### config.mk
export PLATFORM = sky130hd
export DESIGN_NAME = l1_dram_arbiter
export DESIGN_NICKNAME = d
export VERILOG_FILES = /design/src/rtl/l1_dram_arbiter.sv
export SDC_FILE = /design/constraint.sdc
export NUM_CORES = 1
export LEC_CHECK = 0
export CAP_MARGIN = 20
export CORE_AREA = 2 2 644 646
export CTS_CLUSTER_DIAMETER = 80
export DETAILED_ROUTE_END_ITERATION = 16
export DIE_AREA = 0 0 646 648
export SLEW_MARGIN = 25
export SYNTH_ARGS = -nofsm -noshare
export SYNTH_HDL_FRONTEND = slang
export SYNTH_SLANG_ARGS = --single-unit
### constraint.sdc
create_clock -name clk -period 1.8 [get_ports clk]
set_clock_uncertainty 0.2 [all_clocks]
set_input_delay 0.18 -clock clk [delete_from_list [all_inputs] [get_ports clk]]
set_output_delay 0.18 -clock clk [all_outputs]
set_load 0.005 [all_outputs]
### src/rtl/l1_dram_arbiter.sv
`default_nettype none
// ============================================================================
// Module      : l1_dram_arbiter
// Description : Shares one 256-bit DRAM port between the L1 D-cache (m0) and
//               the L1 I-cache (m1). Optional macro ARB_ROUND_ROBIN_EN selects
//               round-robin tie-breaking instead of fixed m0 priority.
// Revision    : 1.0 - initial release
// ============================================================================
module l1_dram_arbiter #(
    parameter int ADDR_WIDTH     = 32,
    parameter int MEM_DATA_WIDTH = 256
) (
    input  logic                      clk,
    input  logic                      rst,
    input  logic [ADDR_WIDTH-1:0]     m0_addr,
    input  logic                      m0_cs,
    input  logic                      m0_we,
    input  logic [MEM_DATA_WIDTH-1:0] m0_data_i,
    output logic                      m0_ack,
    output logic [MEM_DATA_WIDTH-1:0] m0_data_o,
    input  logic [ADDR_WIDTH-1:0]     m1_addr,
    input  logic                      m1_cs,
    input  logic                      m1_we,
    input  logic [MEM_DATA_WIDTH-1:0] m1_data_i,
    output logic                      m1_ack,
    output logic [MEM_DATA_WIDTH-1:0] m1_data_o,
    output logic [ADDR_WIDTH-1:0]     dram_addr,
    output logic                      dram_cs,
    output logic                      dram_we,
    input  logic                      dram_ack,
    input  logic [MEM_DATA_WIDTH-1:0] dram_data_i,
    output logic [MEM_DATA_WIDTH-1:0] dram_data_o
);

    typedef enum logic [1:0] {
        IDLE = 2'd0,
        BUSY = 2'd1,
        DONE = 2'd2
    } state_t;

    state_t                    r_state;
    state_t                    w_state_nxt;
    logic                      r_owner;
    logic                      w_owner_nxt;
    logic [MEM_DATA_WIDTH-1:0] r_line;
    logic [MEM_DATA_WIDTH-1:0] w_line_nxt;
    logic [ADDR_WIDTH-1:0]     w_addr_nxt;
    logic [MEM_DATA_WIDTH-1:0] w_wdata_nxt;
    logic                      w_cs_nxt;
    logic                      w_we_nxt;
    logic                      w_ack0_nxt;
    logic                      w_ack1_nxt;
    logic                      w_grant1;

`ifdef ARB_ROUND_ROBIN_EN
    // r_last names the requester granted most recently; resets to m1 so m0 wins the first tie
    logic r_last;
    logic w_last_nxt;

    assign w_grant1 = m1_cs & (~m0_cs | ~r_last);

    always_ff @(posedge clk or negedge rst) begin
        if (!rst) begin
            r_last <= 1'b1;
        end else begin
            r_last <= w_last_nxt;
        end
    end
`else
    assign w_grant1 = m1_cs & ~m0_cs;
`endif

    always_comb begin
        w_state_nxt = r_state;
        w_owner_nxt = r_owner;
        w_line_nxt  = r_line;
        w_addr_nxt  = dram_addr;
        w_wdata_nxt = dram_data_o;
        w_cs_nxt    = dram_cs;
        w_we_nxt    = dram_we;
        w_ack0_nxt  = 1'b0;
        w_ack1_nxt  = 1'b0;
`ifdef ARB_ROUND_ROBIN_EN
        w_last_nxt  = r_last;
`endif
        case (r_state)
            IDLE: begin
                if (m0_cs || m1_cs) begin
                    w_owner_nxt = w_grant1;
                    w_addr_nxt  = w_grant1 ? m1_addr   : m0_addr;
                    w_we_nxt    = w_grant1 ? m1_we     : m0_we;
                    w_wdata_nxt = w_grant1 ? m1_data_i : m0_data_i;
                    w_cs_nxt    = 1'b1;
                    w_state_nxt = BUSY;
                end
            end
            BUSY: begin
                if (dram_ack) begin
                    w_cs_nxt    = 1'b0;
                    w_state_nxt = DONE;
                    // Ack is registered here so it is high for exactly the DONE cycle
                    w_ack0_nxt  = ~r_owner;
                    w_ack1_nxt  = r_owner;
                    if (!dram_we) begin
                        w_line_nxt = dram_data_i;
                    end
                end
            end
            DONE: begin
                w_state_nxt = IDLE;
`ifdef ARB_ROUND_ROBIN_EN
                w_last_nxt  = r_owner;
`endif
            end
            default: begin
                w_state_nxt = IDLE;
                w_cs_nxt    = 1'b0;
            end
        endcase
    end

    always_ff @(posedge clk or negedge rst) begin
        if (!rst) begin
            r_state     <= IDLE;
            r_owner     <= 1'b0;
            r_line      <= '0;
            dram_addr   <= '0;
            dram_data_o <= '0;
            dram_cs     <= 1'b0;
            dram_we     <= 1'b0;
            m0_ack      <= 1'b0;
            m1_ack      <= 1'b0;
        end else begin
            r_state     <= w_state_nxt;
            r_owner     <= w_owner_nxt;
            r_line      <= w_line_nxt;
            dram_addr   <= w_addr_nxt;
            dram_data_o <= w_wdata_nxt;
            dram_cs     <= w_cs_nxt;
            dram_we     <= w_we_nxt;
            m0_ack      <= w_ack0_nxt;
            m1_ack      <= w_ack1_nxt;
        end
    end

    assign m0_data_o = r_line;
    assign m1_data_o = r_line;

endmodule
`default_nettype wire
== Word-level counts from Yosys, hierarchy flattened ==
Cells that the tools add are included.

* Bits in registers: 551
* Logic and storage cells: 37

* Eq/ne operators: 4
* Mux-type cells: 13
* Bitwise operators: 5
* Reductions and logical operators: 6

{| class="wikitable"
|+ Operators with widths
! operator !! count
|-
| 2-to-1 mux 256 bit || 1
|-
| 2-to-1 mux 32 bit || 1
|-
| 2-to-1 mux 1 bit || 7
|-
| AND reduction 3 bit || 2
|-
| 2-to-1 mux 2 bit || 2
|-
| != test 2 bit (second input constant) || 2
|-
| NOT 1 bit || 4
|-
| case mux 2 bit (2 select lines) || 1
|-
| AND reduction 2 bit || 2
|-
| case mux 1 bit (3 select lines) || 1
|-
| equality test 2 x 1 -> 1 bit (second input constant) || 1
|-
| equality test 2 bit (second input constant) || 1
|-
| zero test 2 bit || 1
|-
| AND 1 bit || 1
|-
| logical OR 1 bit || 1
|}

== Longest topological paths before layout ==
* Depth in word-level cells: 3
* Mapped depth: 6

== Worst setup path after synthesis ==
Ideal clock, no wire load.

* Path type: register to register
* Start point: register r_state[0]
* End point: register dram_data_o[152]
* Library setup time: 125 ps
* Data arrival time: 1518 ps
* Data required time: 1475 ps
* Setup slack: -43 ps
* Stages on the path, launching flop included: 7
* Cells stage by stage: dfrtp_1 > nor2_1 > o21a_1 > buf_2 > buf_4 > buf_6 > mux2_2

* Word-level cells in the longest chain between the ends: 2

{| class="wikitable"
|+ Ends and longest elaborated chain
! what !! line !! text
|-
| from (decl) || 41 || <nowiki>state_t r_state;</nowiki>
|-
| from (signal assigned) || 134 || <nowiki>r_state <= w_state_nxt;</nowiki>
|-
| zero test 2 bit || 86 || <nowiki>case (r_state)</nowiki>
|-
| AND reduction 2 bit (no line) || - ||
|-
| to (signal assigned) || 138 || <nowiki>dram_data_o <= w_wdata_nxt;</nowiki>
|-
| to (decl) || 32 || <nowiki>output logic [MEM_DATA_WIDTH-1:0] dram_data_o</nowiki>
|}

No other way between the ends.
A chain may end at the register's enable or synchronous reset.

== Worst setup path in the final report ==
* Start point: register r_state[1]
* End point: register r_line[246], in the netlist m0_data_o[246]

* Word-level cells in the longest chain between the ends: 2

{| class="wikitable"
|+ Ends and longest elaborated chain
! what !! line !! text
|-
| equality test 2 x 1 -> 1 bit || 86 ||
|-
| AND reduction 3 bit (no line) || - ||
|-
| to (signal assigned) || 136 || <nowiki>r_line <= w_line_nxt;</nowiki>
|-
| to (decl) || 45 || <nowiki>logic [MEM_DATA_WIDTH-1:0] r_line;</nowiki>
|}

No other way between the ends.

==> reports/results.tsv <==
metric	value	unit
slowest_delay	0.43	ns
post-route-min-period	2.14	ns
whs	0.0767	ns
peakVddDrop	0.000689	V
grt_usage	16.3	%
avgSynthCellArea	15.2	um2
final_area	62600	um2
antenna_found_initial	346	
ant_nets	0	
place_area	49800	um2
syn_area	26700	um2
yosysMostFrequentCell	mux2_2	
start_util	6.47	%
syn_inst	1749	
grt_max_degree	83	
ys_ff_latch	551	
final_nets	5133	
ys_types	16	
synth_area_leaders	dfrtp_1, mux2_2, mux2_4	
r2r-start	r_state[1]$_DFFE_PN0P_	
worst_slew_pin_slew	0.592	ns
powerDensity	1600	nW/um2
max_clock_freq	466	MHz
synth_edf_count	0	
r2r_cells	6	
critPathLaunchType	flop	
report.final.slew_viol_count	0	
clk_pin_slew	0.06	ns
fin_crit_sh	119	%
cpMaxStageDelayCell	dfrtp_1	
required	2.27	ns
clock_latency	0.80	ns
grt.overflow.total	0	
fp.coreArea	412000	um2
status	finished, violations left	
crit_path_max_fanout	13	
grt_pass1_vias	27511	
ys.warnings.count	0	
finalHoldViolations	0	
hold-path-cell-count	3	
hold_class	primary input to flop	
setup_viol	946	
min_from	m1_data_i[237]	
port_buffers	1642	
dp_hpwl	322000	um
arrival	2.61	ns
ios	1643	
syn_nets	2588	
synth.top_cells.by_count	mux2_2, dfrtp_1, buf_4, mux2_4, buf_2	
drt_first_pass_iters	5	
cts_buffers	86	
die_x	646	um
slew_headroom	60.5	%
tritoncts	done	
wire_per_inst	35.8	um
fp.dieArea	419000	um2
drcViolationCount	0	
crit_type	flop to flop	
viasPerCell	2.76	
fin_ws	-0.345	ns
r2r_slack	-0.34	ns
die_y	648	um
placed_cells	8715	
drt_wl_total	356000	um
postLayoutCoreUtil	15.2	%
holdPathEnd	dram_data_o[237]$_DFFE_PN0P_	
tns	-165.20	ns
yosysTopAreaCellShare	51.7	%
crit_path_end_kind	flop	
violations	setup timing	
synth_top_cell_by_area	dfrtp_1	
grt_setup_unrepaired	yes	
fin_cells	9957	
cp_num_buf_inv	3	
rows	236	
synth_seq_area_share	51.7	%
async_flop_share	100	%
routabilityCongestion	0.949	
layout-drive-gt1-share	43.2	%
vias	27476	
clkSinkCount	551	
cts_max_level	3	
clock-root-buffer	clkbuf_16	
crit_chain	nand3b_1 -> nor2_4 -> buf_12 -> buf_16 -> buf_12 -> mux2_2	
grt_pass1_wl	413000	um
area_growth	135	%
drt-initial-drc-count	1765	
cp_common_cell	buf_12	
r2r_end	m0_data_o[246]$_DFFE_PN0P_	
cts.path.max_buffers	4	
drv_cap	0	
p_leak	26.0	nW
synth_ff_type	dfrtp_1	
cp_top_family	simple AND/OR/NAND/NOR gates	
==> worst reg2reg max path: stages, from the launching register on <==
cell and delay, ns:
dfrtp_1 0.43, nand3b_1 0.26, nor2_4 0.25, buf_12 0.15, buf_16 0.17, buf_12 0.22, mux2_2 0.34
==> how the worst max path moves through the flow <==
stage / slack (ns) / depth (start not counted) / startpoint / endpoint
after global routing: -0.40 / 7 / r_state[0]$_DFFE_PN0P_ / m0_data_o[245]$_DFFE_PN0P_
after detailed placement: -0.99 / 8 / m0_cs / dram_data_o[153]$_DFFE_PN0P_
after global placement: -0.99 / 8 / m0_cs / dram_data_o[189]$_DFFE_PN0P_
after CTS: -0.39 / 6 / r_state[1]$_DFFE_PN0P_ / dram_data_o[189]$_DFFE_PN0P_
final: -0.34 / 6 / r_state[1]$_DFFE_PN0P_ / m0_data_o[246]$_DFFE_PN0P_
after floorplan: 0.002 / 6 / r_state[0]$_DFFE_PN0P_ / dram_addr[0]$_DFFE_PN0P_
==> timing repair <==
item                        CTS  global route
hold endpoints to repair   1100             0
resized for setup          1460           209
pin swaps                     1             2
buffers inserted             96            32
gates cloned                  3             8
setup endpoints to repair  1348          1283
hold buffers                830             0
==> power by group <==
part | leakage (nW) | total (mW) | switching, mW | internal, mW
registers | 6.42 | 24.8 | 5.85 | 19.0
logic | 18.3 | 58.0 | 29.7 | 28.3
clock network | 1.33 | 17.1 | 7.02 | 10.1
==> state kept, by name (all words and copies together), names as in the netlist <==
signal	cells
dram_addr	32
dram_we	1
m0_data_o	256
dram_cs	1
dram_data_o	256
r_owner	1
m1_ack	1
r_state	2
m0_ack	1
==> cell families after synthesis <==
family	count (synthesis)	share of synthesized area, %
AND/OR/NAND/NOR	9	0.169
buffers and inverters	349	9.94
multiplexers	834	38.0
flip-flops	551	51.7
AO/OA/AOI/OAI	6	0.122
==> layout by cell type, fill, tap and decap left out, drive strengths merged <==
master and instances:
nand2b 1, clkbuf 151, dfrtp 551, clkdlybuf4s50 851, nand3b 1, buf 811
nand2 2, clkdlybuf4s15 24, bufinv 6, o21ai 3, inv 9, a21oi 2
dlygate4sd2 141, nor2 3, mux2 834, dlymetal6s2s 116, clkinvlp 4, nor2b 1
and2 1, o21a 1, diode 130, clkinv 11, dlygate4sd3 829
==> cell type report <==
class	instances	area, um2
diodes	130	325
clock buffers	118	2370
clock inverters	29	364
fillers	45668	349000
inverters	1	3.75
multi-input cells	849	10400
flip-flops and latches	551	13900
well taps	5474	6850
repair buffers	2805	28500
==> layer usage <==
layer / vias to the layer above / global-route usage, % / wire length [um]
li1: 11199 / - / -
met1: 13543 / 17.9 / 133000
met2: 1831 / 25.5 / 157000
met3: 677 / 10.5 / 51600
met4: 226 / 5.00 / 13300
met5: - / 0 / 1480
==> stage by stage <==
stage,power (mW),setup slack (ns)
detailed placement,81.2,-0.994
CTS,103,-0.390
finish,100,-0.345
global route,105,-0.398
global placement,81.1,-0.995
floorplan,37.8,0.00158
(Power assumes the default switching activity.)
